`config.mk`:
```
export PLATFORM = sky130hd
export DESIGN_NAME = alu_issue
export DESIGN_NICKNAME = d
export VERILOG_FILES = /design/src/rtl/alu_issue.sv
export SDC_FILE = /design/constraint.sdc
export NUM_CORES = 1
export LEC_CHECK = 0
export ABC_AREA = 0
export BUFFER_PORTS_ARGS = -buffer_cell sky130_fd_sc_hd__clkbuf_2
export CORE_ASPECT_RATIO = 0.8
export CORE_UTILIZATION = 55
export DETAILED_ROUTE_END_ITERATION = 8
export GPL_TIMING_DRIVEN = 1
export MAX_ROUTING_LAYER = met4
export PLACE_DENSITY = 0.9
export SETUP_SLACK_MARGIN = 0.3
export SLEW_MARGIN = 5
export SYNTH_ARGS = -nofsm -noshare
export SYNTH_HDL_FRONTEND = slang
export SYNTH_SLANG_ARGS = --single-unit
```
`constraint.sdc`:
```
create_clock -name clk -period 2.2 [get_ports clk]
set_input_delay 0.66 -clock clk [delete_from_list [all_inputs] [get_ports clk]]
set_output_delay 0.66 -clock clk [all_outputs]
set_load 0.01 [all_outputs]
```
`src/rtl/alu_issue.sv`:
```
// Operand-issue stage in front of the ALU: two-entry skid buffer (main + skid slot)
// with optional writeback bypass, enabled by defining ALU_ISSUE_FWD_EN.
module alu_issue #(
    parameter int WIDTH = 32,
    parameter int OPW   = 4,
    parameter int RW    = 5
) (
    input  logic             clk,
    input  logic             rst,
    input  logic             in_valid,
    output logic             in_ready,
    input  logic [OPW-1:0]   in_com,
    input  logic [WIDTH-1:0] in_a,
    input  logic [WIDTH-1:0] in_b,
    input  logic [RW-1:0]    in_rs0,
    input  logic [RW-1:0]    in_rs1,
    input  logic             in_use0,
    input  logic             in_use1,
    input  logic [RW-1:0]    in_rd,
    input  logic             fwd_valid,
    input  logic [RW-1:0]    fwd_rd,
    input  logic [WIDTH-1:0] fwd_data,
    output logic             out_valid,
    input  logic             out_ready,
    output logic [OPW-1:0]   alu_com,
    output logic [WIDTH-1:0] alu_in0,
    output logic [WIDTH-1:0] alu_in1,
    output logic [RW-1:0]    out_rd
);

    typedef struct packed {
        logic [OPW-1:0]   com;
        logic [WIDTH-1:0] a;
        logic [WIDTH-1:0] b;
        logic [RW-1:0]    rs0;
        logic [RW-1:0]    rs1;
        logic             use0;
        logic             use1;
        logic [RW-1:0]    rd;
    } entry_t;

    entry_t m_q, s_q;
    entry_t in_e, in_f, m_f, s_f;
    logic   m_valid, s_valid, in_ready_q;
    logic   accept, drain;

`ifdef ALU_ISSUE_FWD_EN
    function automatic logic [WIDTH-1:0] pick(input logic [WIDTH-1:0] v,
                                              input logic [RW-1:0] rs,
                                              input logic from_reg,
                                              input logic fv,
                                              input logic [RW-1:0] frd,
                                              input logic [WIDTH-1:0] fd);
        return (fv && from_reg && (rs == frd) && (rs != '0)) ? fd : v;
    endfunction

    function automatic entry_t bypass(input entry_t e,
                                      input logic fv,
                                      input logic [RW-1:0] frd,
                                      input logic [WIDTH-1:0] fd);
        entry_t r;
        r   = e;
        r.a = pick(e.a, e.rs0, e.use0, fv, frd, fd);
        r.b = pick(e.b, e.rs1, e.use1, fv, frd, fd);
        return r;
    endfunction
`else
    function automatic entry_t bypass(input entry_t e,
                                      input logic fv,
                                      input logic [RW-1:0] frd,
                                      input logic [WIDTH-1:0] fd);
        entry_t r;
        r = e;
        if (fv && (frd != frd) && (fd != fd)) r = '0;
        return r;
    endfunction

    logic unused_fwd;
    assign unused_fwd = ^{m_q.rs0, m_q.rs1, m_q.use0, m_q.use1};
`endif

    always_comb begin
        in_e      = '0;
        in_e.com  = in_com;
        in_e.a    = in_a;
        in_e.b    = in_b;
        in_e.rs0  = in_rs0;
        in_e.rs1  = in_rs1;
        in_e.use0 = in_use0;
        in_e.use1 = in_use1;
        in_e.rd   = in_rd;
        in_f      = bypass(in_e, fwd_valid, fwd_rd, fwd_data);
        m_f       = bypass(m_q, fwd_valid, fwd_rd, fwd_data);
        s_f       = bypass(s_q, fwd_valid, fwd_rd, fwd_data);
    end

    assign accept = in_valid && in_ready_q;
    assign drain  = m_valid && out_ready;

    // Held entries refresh every cycle so stalled operands see later writebacks.
    always_ff @(posedge clk) begin
        if (rst) begin
            m_q        <= '0;
            s_q        <= '0;
            m_valid    <= 1'b0;
            s_valid    <= 1'b0;
            in_ready_q <= 1'b1;
        end else begin
            m_q <= m_f;
            s_q <= s_f;
            if (s_valid) begin
                if (drain) begin
                    m_q        <= s_f;
                    s_valid    <= 1'b0;
                    in_ready_q <= 1'b1;
                end
            end else if (accept) begin
                if (!m_valid || drain) begin
                    m_q     <= in_f;
                    m_valid <= 1'b1;
                end else begin
                    s_q        <= in_f;
                    s_valid    <= 1'b1;
                    in_ready_q <= 1'b0;
                end
            end else if (drain) begin
                m_valid <= 1'b0;
            end
        end
    end

    assign in_ready  = in_ready_q;
    assign out_valid = m_valid;
    assign alu_com   = m_q.com;
    assign alu_in0   = m_q.a;
    assign alu_in1   = m_q.b;
    assign out_rd    = m_q.rd;

endmodule
```
==> impl_metrics.ini <==
[yosys]
syn_inst = 764
yosys_register_bits = 149
avgSynthCellArea_sq_um = 9.22
ys_warn_count = 0
synth_fp_nets = 891
syn_area_sq_um = 7040
ys_types = 20
synth-seq-area-share_pct = 42.4

[routing]
routedWlPerCell_microns = 15.7
drc = 0
totalWireLength_microns = 16400
ant_nets = 0
viasPerCell = 5.72
vias = 5997
first_pass_iters = 5
drt_iter0_drc = 398

[sta]
finClkSkew_ps = 11.9
slew_headroom_pct = 41.3
tns_ps = 0
max_clock_freq_ghz = 0.565
tightest_slew_ps = 880
rsz0062_at_grt = no
layout_min_cycle_time_ps = 1770
drv_slew = 0
hold_viol_final = 0
setup_viol = 0
min_period_over_period_pct = 80.4
holdWs_ps = 455

[min_path]
hold_start = s_f[22]
hp-class = reg -> reg
holdPathEnd = s_f[22]
whs_path_depth = 2

[worst_setup_path]
cp.required_ps = 1540
critPathTopFamily = flip-flops
ff2ff_path_depth = 4
r2r_start = in_ready
crit_type = reg -> out
r2r_end = alu_in0[23]
end_kind = output port
setup.worst_path.start_class = flop
cp_slowest_cell = dfxtp_1
crit_buf_inv = 1
arrival_ps = 1110
crit_chain = clkbuf_2
r2r_slack_ps = 530
slowest_delay_ps = 490
crit_fanout = 8

[clock_network]
clock_latency_ps = 420
clock-sinks = 149
numCtsBuffers = 17
cts_root_buf = clkbuf_16
cts-resized-gates = 0
ctsHoldBuffers = 0
h-tree-depth = 4
cts_tree = done
cts.path.max_buffers = 2
post-cts-setup-buffers = 0
path_clk_slew_ps = 50

[layout]
fillers = 1006
syn_to_final_growth_pct = 20.3
layout.area.seq_sq_um = 2990
finalNonFillerCells = 1048
nNetsFinal = 992
final_cell_mix = 150 x clkbuf_2, 148 x dfxtp_1, 146 x mux2i_1, 146 x nand2_1, 76 x a21oi_1
final_common_cell = clkbuf_2
drive_gt1_share_pct = 23.5
antenna_cells = 0
multi_input_area_sq_um = 3580

[status]
status = completed

[grt]
grt_first_pass_wirelength_microns = 26500
grt_max_degree = 87
grt_usage_pct = 26.1
antenna_found_initial = 0
first_global_vias = 5398
grt_overflow = 0

[pwr]
p_leak_nw = 3.35
total_power_w = 0.00715
irDropWorstVdd_mv = 0.545
power_frac_comb_pct = 16.2
powerDensity_nw_per_um2 = 844
intPower_w = 0.00531
p_seq_share_pct = 41.7
pwr-share-clk_pct = 42.1
p_sw_share_pct = 25.7
switchingPower_w = 0.00184

[placed_design]
portBuffers = 151
gp_congestion = 0.768
place_hpwl_microns = 9950
dp_cells = 1017

[floorplanning]
io_pins = 202
core_area_sq_um = 12300
die-height_microns = 103
die_area_sq_um = 13300
rows = 36
die_w_microns = 128
initial_utilization_pct = 57.0

[flow_run]
maxCapViolCount = 0
==> kinds of logic after synthesis <==
kind of cell    share of synthesized area, %
compound gates                          13.6
buf+inv                                 6.95
flops                                   42.4
mux                                     20.8
simple gates                            16.3
==> Yosys cell counts <==
library cell  instances  area share (%)
dfxtp_1             149              42
mux2i_1             146              21
nand2_1             146             7.8
a21oi_1              76             5.4
o31ai_1              73             7.8
or4_1                73             7.8
clkbuf_1             46             2.5
buf_2                16             1.1
buf_6                11             1.8
buf_4                 9            0.96
buf_1                 6            0.32
inv_1                 2            0.11
nand3b_1              2            0.21
nor2b_4               2            0.39
o21ai_0               2            0.14
a211oi_1              1            0.11
a21oi_2               1            0.12
a31oi_1               1           0.089
buf_8                 1            0.21
nor3b_1               1            0.11
==> through the flow <==
step           utilization [%]  instance area, sq um  worst slack (ps)
4_1_cts                   68.6                  8470               407
3_3_place_gp              63.6                  7850               238
6_report                  68.6                  8470               431
3_5_place_dp              63.6                  7850               203
2_1_floorplan                -                  7040               514
5_1_grt                   68.6                  8470               376
==> power by group through the flow <==
| stage | sequential [W] | combinational, W | clock, W |
|---|---|---|---|
| detailed placement | 0.00304 | 0.00115 | 0 |
| finish | 0.00298 | 0.00116 | 0.00301 |
| global placement | 0.00303 | 0.00112 | 0 |
| global route | 0.00300 | 0.00127 | 0.00317 |
| CTS | 0.00298 | 0.00116 | 0.00306 |
| floorplan | 0.00309 | 0.000714 | 0 |
==> cell type report <==
class / count / share of cell area (%)
Tap cell: 171 / 2.53
Inverter: 2 / 0.118
Clock buffer: 23 / 5.90
Sequential cell: 149 / 35.3
Multi-Input combinational cell: 524 / 42.3
Timing Repair Buffer: 171 / 12.5
Clock inverter: 8 / 1.42
==> flip-flops by register name (all words and copies together) (netlist names) <==
name,count
s_valid,1
alu_in1,32
out_valid,1
alu_com,4
out_rd,5
s_f,73
alu_in0,32
in_ready,1
==> how the worst max path moves through the flow <==
stage	start	to	slack, ps	depth (start not counted)
floorplan	in_valid	alu_in0[11]	510	5
global placement	out_ready	s_f[52]	240	6
detailed placement	out_ready	s_f[62]	200	6
CTS	out_valid	out_valid	410	1
global route	out_valid	out_valid	380	1
finish	out_valid	out_valid	430	1
==> layer usage <==
| metal | share of wire [%] | track usage, % | up-vias |
|---|---|---|---|
| li1 | - | - | 2982 |
| met1 | 46 | 33.2 | 2821 |
| met2 | 47 | 40.0 | 171 |
| met3 | 5.9 | 6.94 | 23 |
| met4 | 1.2 | 9.59 | 0 |
| met5 | 0 | - | - |
Note: power is estimated with default switching activity, not from simulation.
